[config.mk]
export PLATFORM = sky130hd
export DESIGN_NAME = dyser_input_port_flat
export DESIGN_NICKNAME = d
export VERILOG_FILES = /design/src/rtl/dyser_input_port_if.sv /design/src/rtl/dyser_input_port.sv /design/src/flat_wrapper.sv
export SDC_FILE = /design/constraint.sdc
export NUM_CORES = 1
export LEC_CHECK = 0
export CORE_MARGIN = 2
export CORE_UTILIZATION = 58
export DETAILED_ROUTE_END_ITERATION = 10
export DONT_BUFFER_PORTS = 1
export GPL_ROUTABILITY_DRIVEN = 0
export GPL_TIMING_DRIVEN = 0
export PLACE_DENSITY = 0.74
export SETUP_SLACK_MARGIN = 0.1
export SYNTH_ARGS = -nofsm -noshare
export SYNTH_HDL_FRONTEND = slang
export SYNTH_SLANG_ARGS = --single-unit
[constraint.sdc]
create_clock -name clk -period 3.2 [get_ports clk]
set_clock_uncertainty 0.15 [all_clocks]
set_input_delay 0.16 -clock clk [delete_from_list [all_inputs] [get_ports clk]]
set_output_delay 0.16 -clock clk [all_outputs]
set_load 0.01 [all_outputs]
[src/rtl/dyser_input_port_if.sv]
// Host/fabric handshake bundle for dyser_input_port: host valid/ready push side,
// fabric {valid, payload} word and credit-return pulse.
interface dyser_input_port_if #(
  parameter int unsigned WIDTH = 32
);
  logic             in_valid;
  logic [WIDTH-1:0] in_data;
  logic             in_ready;
  logic [WIDTH:0]   d_out;
  logic             c_in;

  // Environment side: drives the host offer and the credit return.
  modport master (
    output in_valid,
    output in_data,
    output c_in,
    input  in_ready,
    input  d_out
  );

  // Port side.
  modport slave (
    input  in_valid,
    input  in_data,
    input  c_in,
    output in_ready,
    output d_out
  );
endinterface

[src/rtl/dyser_input_port.sv]
// Credit-based DySER fabric input port: host valid/ready into a small FIFO, words sent
// as {valid, payload} only while holding a downstream credit. DYSER_INPORT_BYPASS_EN
// enables a 1-edge bypass of the empty FIFO.
module dyser_input_port #(
  parameter int unsigned WIDTH   = 32,
  parameter int unsigned DEPTH   = 4,
  parameter int unsigned CREDITS = 2
) (
  input  logic                     clk,
  input  logic                     rst,
  input  logic                     conf_en,
  dyser_input_port_if.slave        bus,
  output logic [3:0]               credit_cnt,
  output logic [$clog2(DEPTH):0]   fifo_cnt,
  output logic                     credit_err
);

  localparam int unsigned AW = $clog2(DEPTH);
  localparam int unsigned CW = AW + 1;

  localparam logic [0:0] StIdle   = 1'b0;
  localparam logic [0:0] StActive = 1'b1;

  localparam logic [3:0]    CreditMax = 4'(CREDITS);
  localparam logic [CW-1:0] CntFull   = CW'(DEPTH);
  localparam logic [CW-1:0] CntOne    = CW'(1);

  logic [WIDTH-1:0] mem_q [DEPTH];
  logic [AW-1:0]    wr_ptr_q, wr_ptr_d;
  logic [AW-1:0]    rd_ptr_q, rd_ptr_d;
  logic [CW-1:0]    cnt_q, cnt_d;
  logic [3:0]       credit_q, credit_d;
  logic             err_q, err_d;
  logic [0:0]       state_q, state_d;
  logic [WIDTH:0]   d_out_q, d_out_d;

  logic accept, push, pop, bypass, sent;

  // Ready depends only on registered occupancy plus the rst/conf_en levels, never on c_in.
  assign bus.in_ready = !rst && !conf_en && (cnt_q != CntFull);
  assign accept       = bus.in_valid && bus.in_ready;
  assign pop          = !conf_en && (state_q == StActive) && (credit_q != 4'd0);

`ifdef DYSER_INPORT_BYPASS_EN
  // Only an empty FIFO may be bypassed, so a buffered head always leaves first.
  assign bypass = accept && (state_q == StIdle) && (credit_q != 4'd0);
`else
  assign bypass = 1'b0;
`endif

  assign push = accept && !bypass;
  assign sent = pop || bypass;

  always_comb begin
    wr_ptr_d = wr_ptr_q;
    rd_ptr_d = rd_ptr_q;
    cnt_d    = cnt_q;
    credit_d = credit_q;
    err_d    = err_q;
    state_d  = state_q;
    d_out_d  = '0;

    if (conf_en) begin
      // Configuration flush: credit_err is deliberately preserved.
      wr_ptr_d = '0;
      rd_ptr_d = '0;
      cnt_d    = '0;
      credit_d = CreditMax;
      state_d  = StIdle;
    end else begin
      if (pop) begin
        d_out_d  = {1'b1, mem_q[rd_ptr_q]};
        rd_ptr_d = rd_ptr_q + AW'(1);
      end else if (bypass) begin
        d_out_d = {1'b1, bus.in_data};
      end

      if (push) begin
        wr_ptr_d = wr_ptr_q + AW'(1);
      end

      case ({push, pop})
        2'b10:   cnt_d = cnt_q + CntOne;
        2'b01:   cnt_d = cnt_q - CntOne;
        default: cnt_d = cnt_q;
      endcase

      if (push) begin
        state_d = StActive;
      end else if (pop && (cnt_q == CntOne)) begin
        state_d = StIdle;
      end

      if (bus.c_in && !sent) begin
        if (credit_q == CreditMax) begin
          err_d = 1'b1;
        end else begin
          credit_d = credit_q + 4'd1;
        end
      end else if (sent && !bus.c_in) begin
        credit_d = credit_q - 4'd1;
      end
    end
  end

  always_ff @(posedge clk) begin
    if (rst) begin
      wr_ptr_q <= '0;
      rd_ptr_q <= '0;
      cnt_q    <= '0;
      credit_q <= CreditMax;
      err_q    <= 1'b0;
      state_q  <= StIdle;
      d_out_q  <= '0;
    end else begin
      wr_ptr_q <= wr_ptr_d;
      rd_ptr_q <= rd_ptr_d;
      cnt_q    <= cnt_d;
      credit_q <= credit_d;
      err_q    <= err_d;
      state_q  <= state_d;
      d_out_q  <= d_out_d;
    end
  end

  // Storage needs no reset; occupancy and pointers define which entries are live.
  always_ff @(posedge clk) begin
    if (push) begin
      mem_q[wr_ptr_q] <= bus.in_data;
    end
  end

  assign bus.d_out  = d_out_q;
  assign credit_cnt = credit_q;
  assign fifo_cnt   = cnt_q;
  assign credit_err = err_q;

endmodule

[src/flat_wrapper.sv]
// flat-port wrapper written by rule: the top's interface ports become plain ports
module dyser_input_port_flat 
#(
  parameter int unsigned WIDTH   = 32,
  parameter int unsigned DEPTH   = 4,
  parameter int unsigned CREDITS = 2
)
  (clk, rst, conf_en, credit_cnt, fifo_cnt, credit_err, bus_in_valid, bus_in_data, bus_c_in, bus_in_ready, bus_d_out);
  dyser_input_port_if #(.WIDTH(WIDTH)) bus_i ();
  input  logic clk;
  input  logic rst;
  input  logic conf_en;
  output logic [3:0] credit_cnt;
  output logic [$clog2(DEPTH):0] fifo_cnt;
  output logic credit_err;
  input wire logic [$bits(bus_i.in_valid)-1:0] bus_in_valid;
  input wire logic [$bits(bus_i.in_data)-1:0] bus_in_data;
  input wire logic [$bits(bus_i.c_in)-1:0] bus_c_in;
  output wire logic [$bits(bus_i.in_ready)-1:0] bus_in_ready;
  output wire logic [$bits(bus_i.d_out)-1:0] bus_d_out;
  assign bus_i.in_valid = bus_in_valid;
  assign bus_i.in_data = bus_in_data;
  assign bus_i.c_in = bus_c_in;
  assign bus_in_ready = bus_i.in_ready;
  assign bus_d_out = bus_i.d_out;
  dyser_input_port #(.WIDTH(WIDTH), .DEPTH(DEPTH), .CREDITS(CREDITS)) u_core (.clk(clk), .rst(rst), .conf_en(conf_en), .bus(bus_i), .credit_cnt(credit_cnt), .fifo_cnt(fifo_cnt), .credit_err(credit_err));
endmodule
==> metrics.md, run 1 <==
| Metric | Value |
|---|---|
| Outcome | completed |
| Worst Setup End Kind | flop |
| Initial Util | 59.0% |
| Finish-stage setup viols | 0 |
| Post-route setup TNS | 0 ps |
| Antenna violations before repair | 0 |
| Post-Syn Area | 6370 um^2 |
| CP delay by family, top | simple AND/OR/NAND/NOR gates |
| Root Buffer | clkbuf_8 |
| Most common cell after layout, fill and taps aside | edfxtp_1 |
| Yosys cell types | 37 |
| Worst path max stage delay | 610 ps |
| Yosys Warn Count | 0 |
| Final Util | a little over two thirds |
| Starting DRT DRC Count | 114 |
| Port buffer count | 0 |
| Slowest CP cell | or4_4 |
| First-pass GRT wire length | 16200 um |
| CTS tree | done |
| Pwr Density | 615 nW/um^2 |
| RSZ-0062 raised after global routing | no |
| IO Pins | 79 |
| Share of cells above drive strength 1 | 18.0% |
| Worst Setup Start Kind | flop |
| DR vias | around 3000 |
| Worst R2R Setup Slack | 360 ps |
| Routed Wire Length | 10300 um |
| P&R area growth vs syn | 17.8% |
| Slew HR | between 40 and 50% |
| CP required | 3530 ps |
| Final instance area | 7500 um^2 |
| Crit path cell chain | or4_4 -> nand2_2 -> nand2_1 -> ha_1 -> a21oi_1 -> nand2_1 -> or4_1 -> nand3_1 |
| Worst min-delay path category | in2reg |
| Post-DP HPWL | 5950 um |
| H-tree levels | 4 |
| Max Root-Sink Buffers | 2 |
| Post-Syn Area per Cell | around 19 um^2 |
| FF+latch count, synth | 176 |
| Critical path class | reg2reg |
| Largest net degree at the start of global routing | 33 |
| Die ar. | 11800 um^2 |
| Inserted Diodes | 0 |
| Nets@finish | 441 |
| Crit path top cell by count | nand2_1 |
| Most frequent cells in the layout | edfxtp_1, dfxtp_1, dlygate4sd3_1 |
| Clk sink count | 176 |
| Remaining DRCs | 0 |
| Period Utilization, post-route | 88.7% |
| Cell Area, Placed | 6550 um^2 |
| Clock transition at the registers of the reported paths | 60 ps |
| Hold Violations, Final | 0 |
| CP max FO | 8 |
| Via density per instance | 5.61 |
| Clock Latency Late Sink | 540 ps |
| Max-slew violation count | 0 |
| GRT Total Usage | 19.4% |
| Routed WL per cell | 18.9 um |
| Crit path DAT | ~3200 ps |
| GRT overflow | 0 |
| Post-synthesis sequential area ratio | 75.4% |
| Number of buffers created by CTS | 17 |
| Core area | 10800 um^2 |
| Post-synth net total | between 300 and 400 |
| Std-Cell Rows | 38 |
| Worst Path Buf+Inv | 0 |
| Mapped Cells | 335 |
| Die Ht | between 100 and 150 um |
| Die X | 109 um |
| Max-Cap Viols | 0 |
| Min Tclk post-route | 2840 ps |
| Drt first pass iters | 4 |
| Vias in the first global route | 3200 |
| Least-Margin Pin Slew | 899 ps |
| # fillers | 675 |
| Pleak | 0.00252 uW |
| Achievable Freq | 352 MHz |
| Post-DRT Antenna Nets | 0 |
| Peak supply drop | about 0.45 mV |
logic make-up (layout without fill, tap and decap cells):
family	after synthesis	in the layout	share of synthesized area, %
buffers and inverters	20	90	1.24
adder cells (fa/ha/maj)	12	12	2.48
AND/OR/NAND/NOR	67	67	6.25
AO/OA/AOI/OAI	20	20	2.14
XOR/XNOR	6	6	0.825
flip-flops	176	176	75.4
multiplexers	34	34	11.6
report_power, final:
group / switching (uW) / leakage, uW / internal, uW
Sequential: 16.0 / 0.00154 / 2470
Combinational: 73.3 / 0.000695 / 73.6
Clock: 800 / 0.000276 / 1180
Total: 890 / 0.00252 / 3720
synthesized netlist by cell type:
cell,n,share of area (%)
a211oi_1,5,0.59
a21o_1,1,0.12
a21oi_1,3,0.24
a221o_1,1,0.16
a31oi_1,2,0.20
and2_1,33,3.2
and3_1,4,0.39
buf_2,3,0.24
clkbuf_1,9,0.53
dfxtp_1,48,15
edfxtp_1,128,60
fa_1,1,0.31
ha_1,11,2.2
inv_1,8,0.47
mux2i_1,2,0.31
mux4_2,32,11
nand2_1,3,0.18
nand2_2,1,0.098
nand2b_1,1,0.098
nand3_1,4,0.31
nand3_2,1,0.16
nor2_1,11,0.65
nor2b_1,1,0.098
nor3b_1,1,0.12
nor4_1,1,0.098
o2111ai_1,1,0.14
o211ai_1,2,0.24
o21ai_0,3,0.24
o31ai_1,2,0.24
or2_2,1,0.098
or3_1,1,0.098
or4_1,1,0.12
or4_4,1,0.18
or4b_1,1,0.16
or4b_2,1,0.16
xnor2_1,1,0.14
xor2_1,5,0.69
cell type report:
class	count	area (um^2)	share of cell area (%)
plain buffers	12	48.8	0.650
clock inverters	12	143	1.90
well taps	140	175	2.33
flip-flops and latches	176	4800	64.0
inverters	8	30.0	0.400
multi-input cells	139	1500	19.9
clock buffers	20	425	5.67
repair buffers	38	380	5.07
layer usage:
metal / GRT usage, % / share of wire (%) / up-vias
met3: 6.16 / 4.8 / 21
li1: - / - / 1412
met2: 32.3 / 51 / 82
met4: 9.62 / 2.2 / 0
met5: 0 / 0 / -
met1: 23.0 / 42 / 1545
registers in the layout, indices dropped and copies added, names as in the netlist, named ones only:
register,count
u_core.credit_cnt,4
u_core.fifo_cnt,3
u_core.bus.d_out,33
u_core.credit_err,1
u_core.rd_ptr_q,2
u_core.mem_q,128
u_core.wr_ptr_q,2
u_core.state_q,1
final timing paths:
kind                   startpoint                   end  depth (start not counted)
max          u_core.credit_cnt[0]  u_core.credit_cnt[3]                          8
min                bus_in_data[7]    u_core.mem_q[0][7]                          1
max reg2reg  u_core.credit_cnt[0]  u_core.credit_cnt[3]                          8
min reg2reg    u_core.rd_ptr_q[0]    u_core.rd_ptr_q[0]                          2
stage by stage:
stage | power [uW] | hold slack (ps) | setup WS (ps) | std cells
2_1_floorplan | 2600 | 82.4 | 462 | 335
3_3_place_gp | 2620 | 86.0 | -339 | 475
3_5_place_dp | 2630 | 85.2 | 236 | 475
4_1_cts | 4640 | 150 | 220 | 545
5_1_grt | 4740 | 173 | 164 | 545
6_report | 4610 | 173 | 361 | 545
repair_timing:
| action | 4_1_cts | 5_1_grt |
|---|---|---|
| endpoints found under the hold margin | 144 | 0 |
| hold buffers | 38 | 0 |
| gates resized for setup | 0 | 1 |
| buffers inserted | 0 | 0 |
| endpoints found under the setup margin | 0 | 129 |
No activity file was read; power rests on OpenSTA's default activity.
==> run 2, diff against run 1 <==
--- a/config.mk
+++ b/config.mk
@@ -7,11 +7,11 @@
 export LEC_CHECK = 0
 export CORE_MARGIN = 2
 export CORE_UTILIZATION = 58
+export CTS_CLUSTER_SIZE = 16
 export DETAILED_ROUTE_END_ITERATION = 10
 export DONT_BUFFER_PORTS = 1
-export GPL_ROUTABILITY_DRIVEN = 0
 export GPL_TIMING_DRIVEN = 0
-export PLACE_DENSITY = 0.74
+export PLACE_DENSITY = 0.85
 export SETUP_SLACK_MARGIN = 0.1
 export SYNTH_ARGS = -nofsm -noshare
 export SYNTH_HDL_FRONTEND = slang
==> run 2 against run 1 <==
  * Clock power is 3% higher
  * Combinational power barely moved
  * Register-to-register slack worse by 60 ps
  * Die area unchanged
  * Clock-buffer cell count fell by 1
  * Hold slack improved by 12 ps
  * First-iteration DRC count unchanged
  * Global-route usage fell by 0.068 points
  * Critical path depth shrank 4
  * Non-clock buffer count did not move
==> metrics.md, run 2 (synthesis gave the netlist of run 1 again) <==
| Metric | Value |
|---|---|
| Outcome | completed |
| GRT Total Usage | 19.4% (-0.068 points) |
| Largest net degree at the start of global routing | 33 (unchanged) |
| Die ar. | 11800 um^2 (unchanged) |
| Std-Cell Rows | 38 (unchanged) |
| CP max FO | 32 (+24) |
| GRT overflow | 0 (unchanged) |
| Root Buffer | clkbuf_8 |
| First-pass GRT wire length | 16300 um (+0.90%) |
| Drt first pass iters | 4 (unchanged) |
| Finish-stage setup viols | 0 (unchanged) |
| Post-CTS Repair Setup Buffers | 0 (unchanged) |
| Final Util | 69.7% (+0.19 points) |
| Clock transition at the registers of the reported paths | 60 ps (about the same) |
| Hold Violations, Final | 0 (unchanged) |
| Via density per instance | 5.58 (-0.65%) |
| Pleak | 0.00253 uW (+0.62%) |
| Antenna violations before repair | 0 (unchanged) |
| Routed Wire Length | 10300 um (-0.26%) |
| Max-slew violation count | 0 (unchanged) |
| CTS tree | done |
| Least-Margin Pin Slew | 893 ps (-6.28 ps) |
| Nets@finish | 441 (unchanged) |
| Achievable Freq | 345 MHz (-1.9%) |
| CP required | 3190 ps (-340 ps) |
| Crit path DAT | 2890 ps (-280 ps) |
| Die Ht | 109 um (unchanged) |
| Top reg by flops | u_core.mem_q |
| Critical path class | reg2reg |
| Placer Congestion | about 0.69 |
| RSZ-0062 raised after global routing | no |
| DR vias | 3040 (-0.65%) |
| Max Root-Sink Buffers | 2 (unchanged) |
| Post-DP HPWL | 6130 um (+2.9%) |
| Routed WL per cell | 18.8 um (-0.26%) |
| Slew HR | 40.5% (+0.42 points) |
| Port buffer count | 0 (unchanged) |
| Vias in the first global route | 3118 (-2.6%) |
| H-tree levels | 4 (unchanged) |
| Worst Setup Start Kind | flop |
| Met1 GRT Util | 23.9% (+0.91 points) |
| Remaining DRCs | 0 (unchanged) |
| Pwr Density | 621 nW/um^2 (+0.94%) |
| Worst path max stage delay | 910 ps (+300 ps) |
| Slowest CP cell | and3_2 |
| Initial Util | 59.0% (unchanged) |
| Grt peak-use layer | met2 |
| IO Pins | 79 (unchanged) |
| Worst Setup End Kind | flop |
| Global routing usage on met2 | 32.1% (-0.22 points) |
| Most common cell after layout, fill and taps aside | edfxtp_1 |
| Sequential Area | 4800 um^2 (unchanged) |
| Clk sink count | 176 (unchanged) |
| Die X | 109 um (unchanged) |
| Non-filler cells, final | 545 (unchanged) |
| Multi-input logic area | 1490 um^2 (-0.33%) |
| CP delay by family, top | simple AND/OR/NAND/NOR gates |
| Max-Cap Viols | 0 (unchanged) |
| Inserted Diodes | 0 (unchanged) |
| Starting DRT DRC Count | 114 (unchanged) |
| Number of flip-flops in the largest register | 128 (unchanged) |
| Met3 Usage GRT | 5.92% (-0.24 points) |
| Worst min-delay path category | in2reg |
| # fillers | 664 (-1.6%) |
| Most frequent cells in the layout | edfxtp_1, dfxtp_1, dlygate4sd3_1 |
| P&R area growth vs syn | 18.1% |
| Post-DRT Antenna Nets | 0 (unchanged) |
| Worst Path Buf+Inv | 1 (+1) |
| Period Utilization, post-route | 90.5% (+1.8 points) |
| Number of buffers created by CTS | 17 (unchanged) |
| Peak supply drop | 0.553 mV (+24%) |
| Inst Count DP | 475 (unchanged) |
| Clock Latency Late Sink | 520 ps (-20 ps) |
| Min Tclk post-route | 2890 ps (+56.1 ps) |
| Crit path cell chain | inv_1 -> ha_1 -> a211oi_1 -> and3_2 |
| Core area | 10800 um^2 (unchanged) |
| Share of cells above drive strength 1 | 18.5% (+0.49 points) |
-- run 2: cell types whose count changed in the layout (fill, tap and decap cells not counted) --
cell,change
clkbuf_1,-2
clkinvlp_4,-1
clkinv_4,+2
a211oi_2,-1
clkinv_2,-1
clkinv_1,-1
inv_6,+2
a211oi_1,+1
clkbuf_8,+1
-- run 2: area by class of cell --
type / instances / share of cell area [%]
tap: 140 / 2.33
inverter: 8 / 0.399
timing repair buffer: 38 / 5.06
clock buffer: 19 / 5.74
sequential: 176 / 63.9
clock inverter: 13 / 2.15
buffer: 12 / 0.649
multi-input combinational: 139 / 19.8
-- run 2: path summary, 6_finish.rpt --
| path | start | end | slack [ps] | cells after the start |
|---|---|---|---|---|
| max | u_core.fifo_cnt[0] | u_core.mem_q[3][20] | 310 | 4 |
| min | bus_in_data[1] | u_core.mem_q[2][1] | 180 | 1 |
| max reg2reg | u_core.fifo_cnt[0] | u_core.mem_q[3][20] | 310 | 4 |
| min reg2reg | u_core.rd_ptr_q[1] | flop | 390 | 2 |
-- run 2: repair_timing --
action                                 4_1_cts  5_1_grt
endpoints found under the hold margin      144        0
hold buffers                                38        0
resized for setup                            0        0
setup endpoints to repair                    0        0
-- run 2: per-stage QoR --
stage	worst slack (ps)	total power [uW]	TNS [ps]	cell area (um^2)	hold WS (ps)
after floorplan	462	2600	0	6370	82.4
after global placement	-287	2620	-35680	6540	85.4
after detailed placement	268	2630	0	6550	87.6
after CTS	242	4710	0	7520	147
after global routing	126	4820	0	7520	173
final	305	4670	0	7520	185
-- run 2: power by group --
| group | internal (uW) | total, uW | leakage [uW] | switching, uW |
|---|---|---|---|---|
| clock | 1210 | 2040 | 0.000292 | 827 |
| sequential | 2470 | 2490 | 0.00154 | 16.3 |
| combinational | 73.2 | 144 | 0.000695 | 70.3 |
-- run 2: layer usage --
metal  part of all wire (%)  wire length (um)  vias up
li1                       -                 -     1409
met1                     42              4270     1538
met2                     52              5380       82
met3                    5.0               510       11
met4                    1.1               114        0
met5                      0                 0        -
==> run 3, diff against run 2 <==
--- a/config.mk
+++ b/config.mk
@@ -5,6 +5,7 @@
 export SDC_FILE = /design/constraint.sdc
 export NUM_CORES = 1
 export LEC_CHECK = 0
+export ABC_AREA = 1
 export CORE_MARGIN = 2
 export CORE_UTILIZATION = 58
 export CTS_CLUSTER_SIZE = 16
==> run 3 against run 2 <==
  * First-iteration DRC count rose to 3.9 times the previous value
  * Maximum frequency rose by 6.4%
  * Cell count grew 36%
  * Clock-buffer cell count fell by 2
  * Die area up 2.0%
  * Register-to-register slack better by 170 ps
  * Setup slack better by 170 ps
  * Non-clock buffer count up 17
  * Cell area up 2.9%
  * Utilization is 1.4 points higher
  * Total power is 2.3% lower
  * Critical path type unchanged
  * Critical path depth is 3 higher
==> metrics.md, run 3 <==
| Metric | Value |
|---|---|
| Share of cells above drive strength 1 | 11.3% (-7.2 points) |
| H-tree levels | 4 (unchanged) |
| Clock Latency Late Sink | 530 ps (about the same) |
| Pleak | 0.00276 uW (+9.1%) |
| First-pass GRT wire length | 20800 um (+28%) |
| Yosys cell types | 28 (-24%) |
| Root Buffer | clkbuf_8 |
| CP max FO | 6 (-81%) |
| Remaining DRCs | 0 (unchanged) |
| Tot Pwr | 4560 uW (-2.3%) |
| Combinational group share of total power | 3.7% (+0.6 points) |
| Top reg by flops | u_core.mem_q |
| Max Root-Sink Buffers | 2 (unchanged) |
| Peak supply drop | 0.459 mV (-17%) |
| Final Util | 71.1% (+1.4 points) |
| GRT overflow | 0 (unchanged) |
| Count leader, synth | nor2_1 |
| Nets@finish | 638 (+45%) |
| Cell Area, Placed | 6800 um^2 (+3.9%) |
| Post-DRT Antenna Nets | 0 (unchanged) |
| CP required | 3520 ps (+330 ps) |
| Clk sink count | 176 (unchanged) |
| Initial Util | 59.7% (+0.70 points) |
| Critical path class | reg2reg |
| Mapped Cells | 527 (+57%) |
| Via density per instance | 5.66 (+1.4%) |
| CTS tree | done |
| Synth cell count leaders | nor2_1, edfxtp_1, o21ai_0 |
| Post-synthesis sequential area ratio | 73.9% (-1.5 points) |
| Post-synth net total | 576 (+50%) |
| Worst Setup Start Kind | flop |
| Std-Cell Rows | 38 (unchanged) |
| Crit path cell chain | nor2_1 -> nand2_2 -> nand2_4 -> nand2_2 -> dlygate4sd3_1 -> o32ai_1 -> dlygate4sd3_1 |
| Port buffer count | 0 (unchanged) |
| Max-slew violation count | 0 (unchanged) |
| Hold Slack | 186 ps (+1.31 ps) |
| Area contributors post-synth | edfxtp_1, dfxtp_1, nor2_1 |
| Post-route setup TNS | 0 ps (unchanged) |
| Post-DP HPWL | 7860 um (+28%) |
| Crit path DAT | 3040 ps (+150 ps) |
| Die X | 110 um (+1.0%) |
| Post-Syn Area per Cell | 12.3 um^2 (-35%) |
| Clock transition at the registers of the reported paths | 70 ps (about the same) |
| Sequential power share | 54.5% (+1.3 points) |
| Switching Share | 21.6% (+2.1 points) |
| Largest net degree at the start of global routing | 25 (-24%) |
| Sequential Area | 4800 um^2 (unchanged) |
| Sw Pwr | 986 uW (+8.0%) |
| Ys flop type | edfxtp_1 |
| RSZ-0062 raised after global routing | no |
| Achievable Freq | 368 MHz (+6.4%) |
| Post-Syn Area | 6500 um^2 (+2.1%) |
| Outcome | completed |
| Async SR Flop Fraction | 0% (unchanged) |
| DR vias | 4203 (+38%) |
| Die Ht | 110 um (+1.0%) |
| Vias in the first global route | 4268 (+37%) |
| FF+latch count, synth | 176 (unchanged) |
| Final instance area | 7740 um^2 (+2.9%) |
| Routed Wire Length | 13800 um (+34%) |
| Pint | 3580 uW (-4.8%) |
| Hold Violations, Final | 0 (unchanged) |
| Multi-input logic area | 1500 um^2 (+0.59%) |
| Yosys Warn Count | 0 (unchanged) |
| Cell taking the most area after synthesis | edfxtp_1 |
| Worst path max stage delay | 640 ps (-270 ps) |
| Post-CTS Repair Setup Buffers | 0 (unchanged) |
| Pwr Density | 589 nW/um^2 (-5.0%) |
| Slew HR | 59.0% (+18 points) |
| Max-Cap Viols | 0 (unchanged) |
| Least-Margin Pin Slew | 616 ps (-277 ps) |
| Routed WL per cell | 18.6 um (-1.4%) |
| Worst min-delay path category | in2reg |
| Slowest CP cell | dlygate4sd3_1 |
| Core area | 10900 um^2 (+0.88%) |
| # fillers | 719 (+8.3%) |
| Clk pwr share | 41.9% (-1.8 points) |
| Finish-stage setup viols | 0 (unchanged) |
| Drt first pass iters | 5 (+1) |
| EDFF count, synth | 128 (unchanged) |
| Die ar. | 12100 um^2 (+2.0%) |
| Worst Setup End Kind | flop |
| Most frequent cells in the layout | nor2_1, edfxtp_1, o21ai_0 |
| Min Tclk post-route | 2720 ps (-174 ps) |
| Most common cell after layout, fill and taps aside | nor2_1 |
| P&R area growth vs syn | 19.1% |
| Antenna violations before repair | 1 (+1) |
| GRT Total Usage | 23.8% (+4.5 points) |
| IO Pins | 79 (unchanged) |
| Starting DRT DRC Count | 443 (+290%) |
| Number of flip-flops in the largest register | 128 (unchanged) |
| Period Utilization, post-route | 85.0% (-5.4 points) |
| Placer Congestion | 0.808 (+17%) |
| Number of buffers created by CTS | 17 (unchanged) |
| Yosys top cell area share | 59.1% (-1.2 points) |
-- run 3: path summary, 6_finish.rpt --
path              slack [ps]                  end            startpoint  cells past startpoint
hold / removal           190  u_core.mem_q[2][13]       bus_in_data[13]                      1
setup reg to reg         480    u_core.credit_err  u_core.credit_cnt[2]                      7
setup / recovery         480    u_core.credit_err  u_core.credit_cnt[2]                      7
hold reg to reg          350   u_core.rd_ptr_q[1]    u_core.rd_ptr_q[1]                      2
-- run 3: kinds of logic after synthesis --
logic type / count (synthesis) / share of synthesized area (%)
buf+inv: 50 / 3.50
flops: 176 / 73.9
compound gates: 118 / 9.20
simple gates: 169 / 10.7
xor+xnor: 2 / 0.269
fa+ha+maj: 12 / 2.42
-- run 3: area by class of cell --
type	instances	area share (%)
flip-flops and latches	176	62.1
multi-input cells	301	19.4
repair buffers	43	6.27
clock buffers	17	5.35
well taps	140	2.26
clock inverters	15	1.71
plain buffers	24	1.68
inverters	26	1.26
diodes	1	0.0323
-- run 3: per-layer routing --
metal	track usage, %	up-vias	wire [um]
met5	0	-	0
met4	11.4	0	159
met3	6.28	18	974
met2	41.1	165	7360
met1	27.5	2068	5300
li1	-	1952	-
-- run 3: critical path, delay by kind of cell, from the launching register on --
kind	cells	cell delay, ps
AND/OR/NAND/NOR	4	620
buffers and inverters	2	1220
AO/OA/AOI/OAI	1	290
flip-flops	1	370
-- run 3: power by group through the flow --
stage / sequential (uW) / combinational, uW / clock, uW
2_1_floorplan: 2530 / 76.6 / 0
5_1_grt: 2490 / 184 / 1990
6_report: 2480 / 167 / 1910
3_3_place_gp: 2540 / 95.6 / 0
4_1_cts: 2490 / 164 / 1910
3_5_place_dp: 2540 / 106 / 0
-- run 3: stage by stage --
step | worst slack, ps | instances
finish | 480 | 743
global route | 385 | 743
CTS | 743 | 742
detailed placement | 851 | 671
global placement | -965 | 667
floorplan | 268 | 527
-- run 3: repair_timing --
action,4_1_cts,5_1_grt
hold buffers,39,0
hold endpoints to repair,175,0
gates resized for setup,0,0
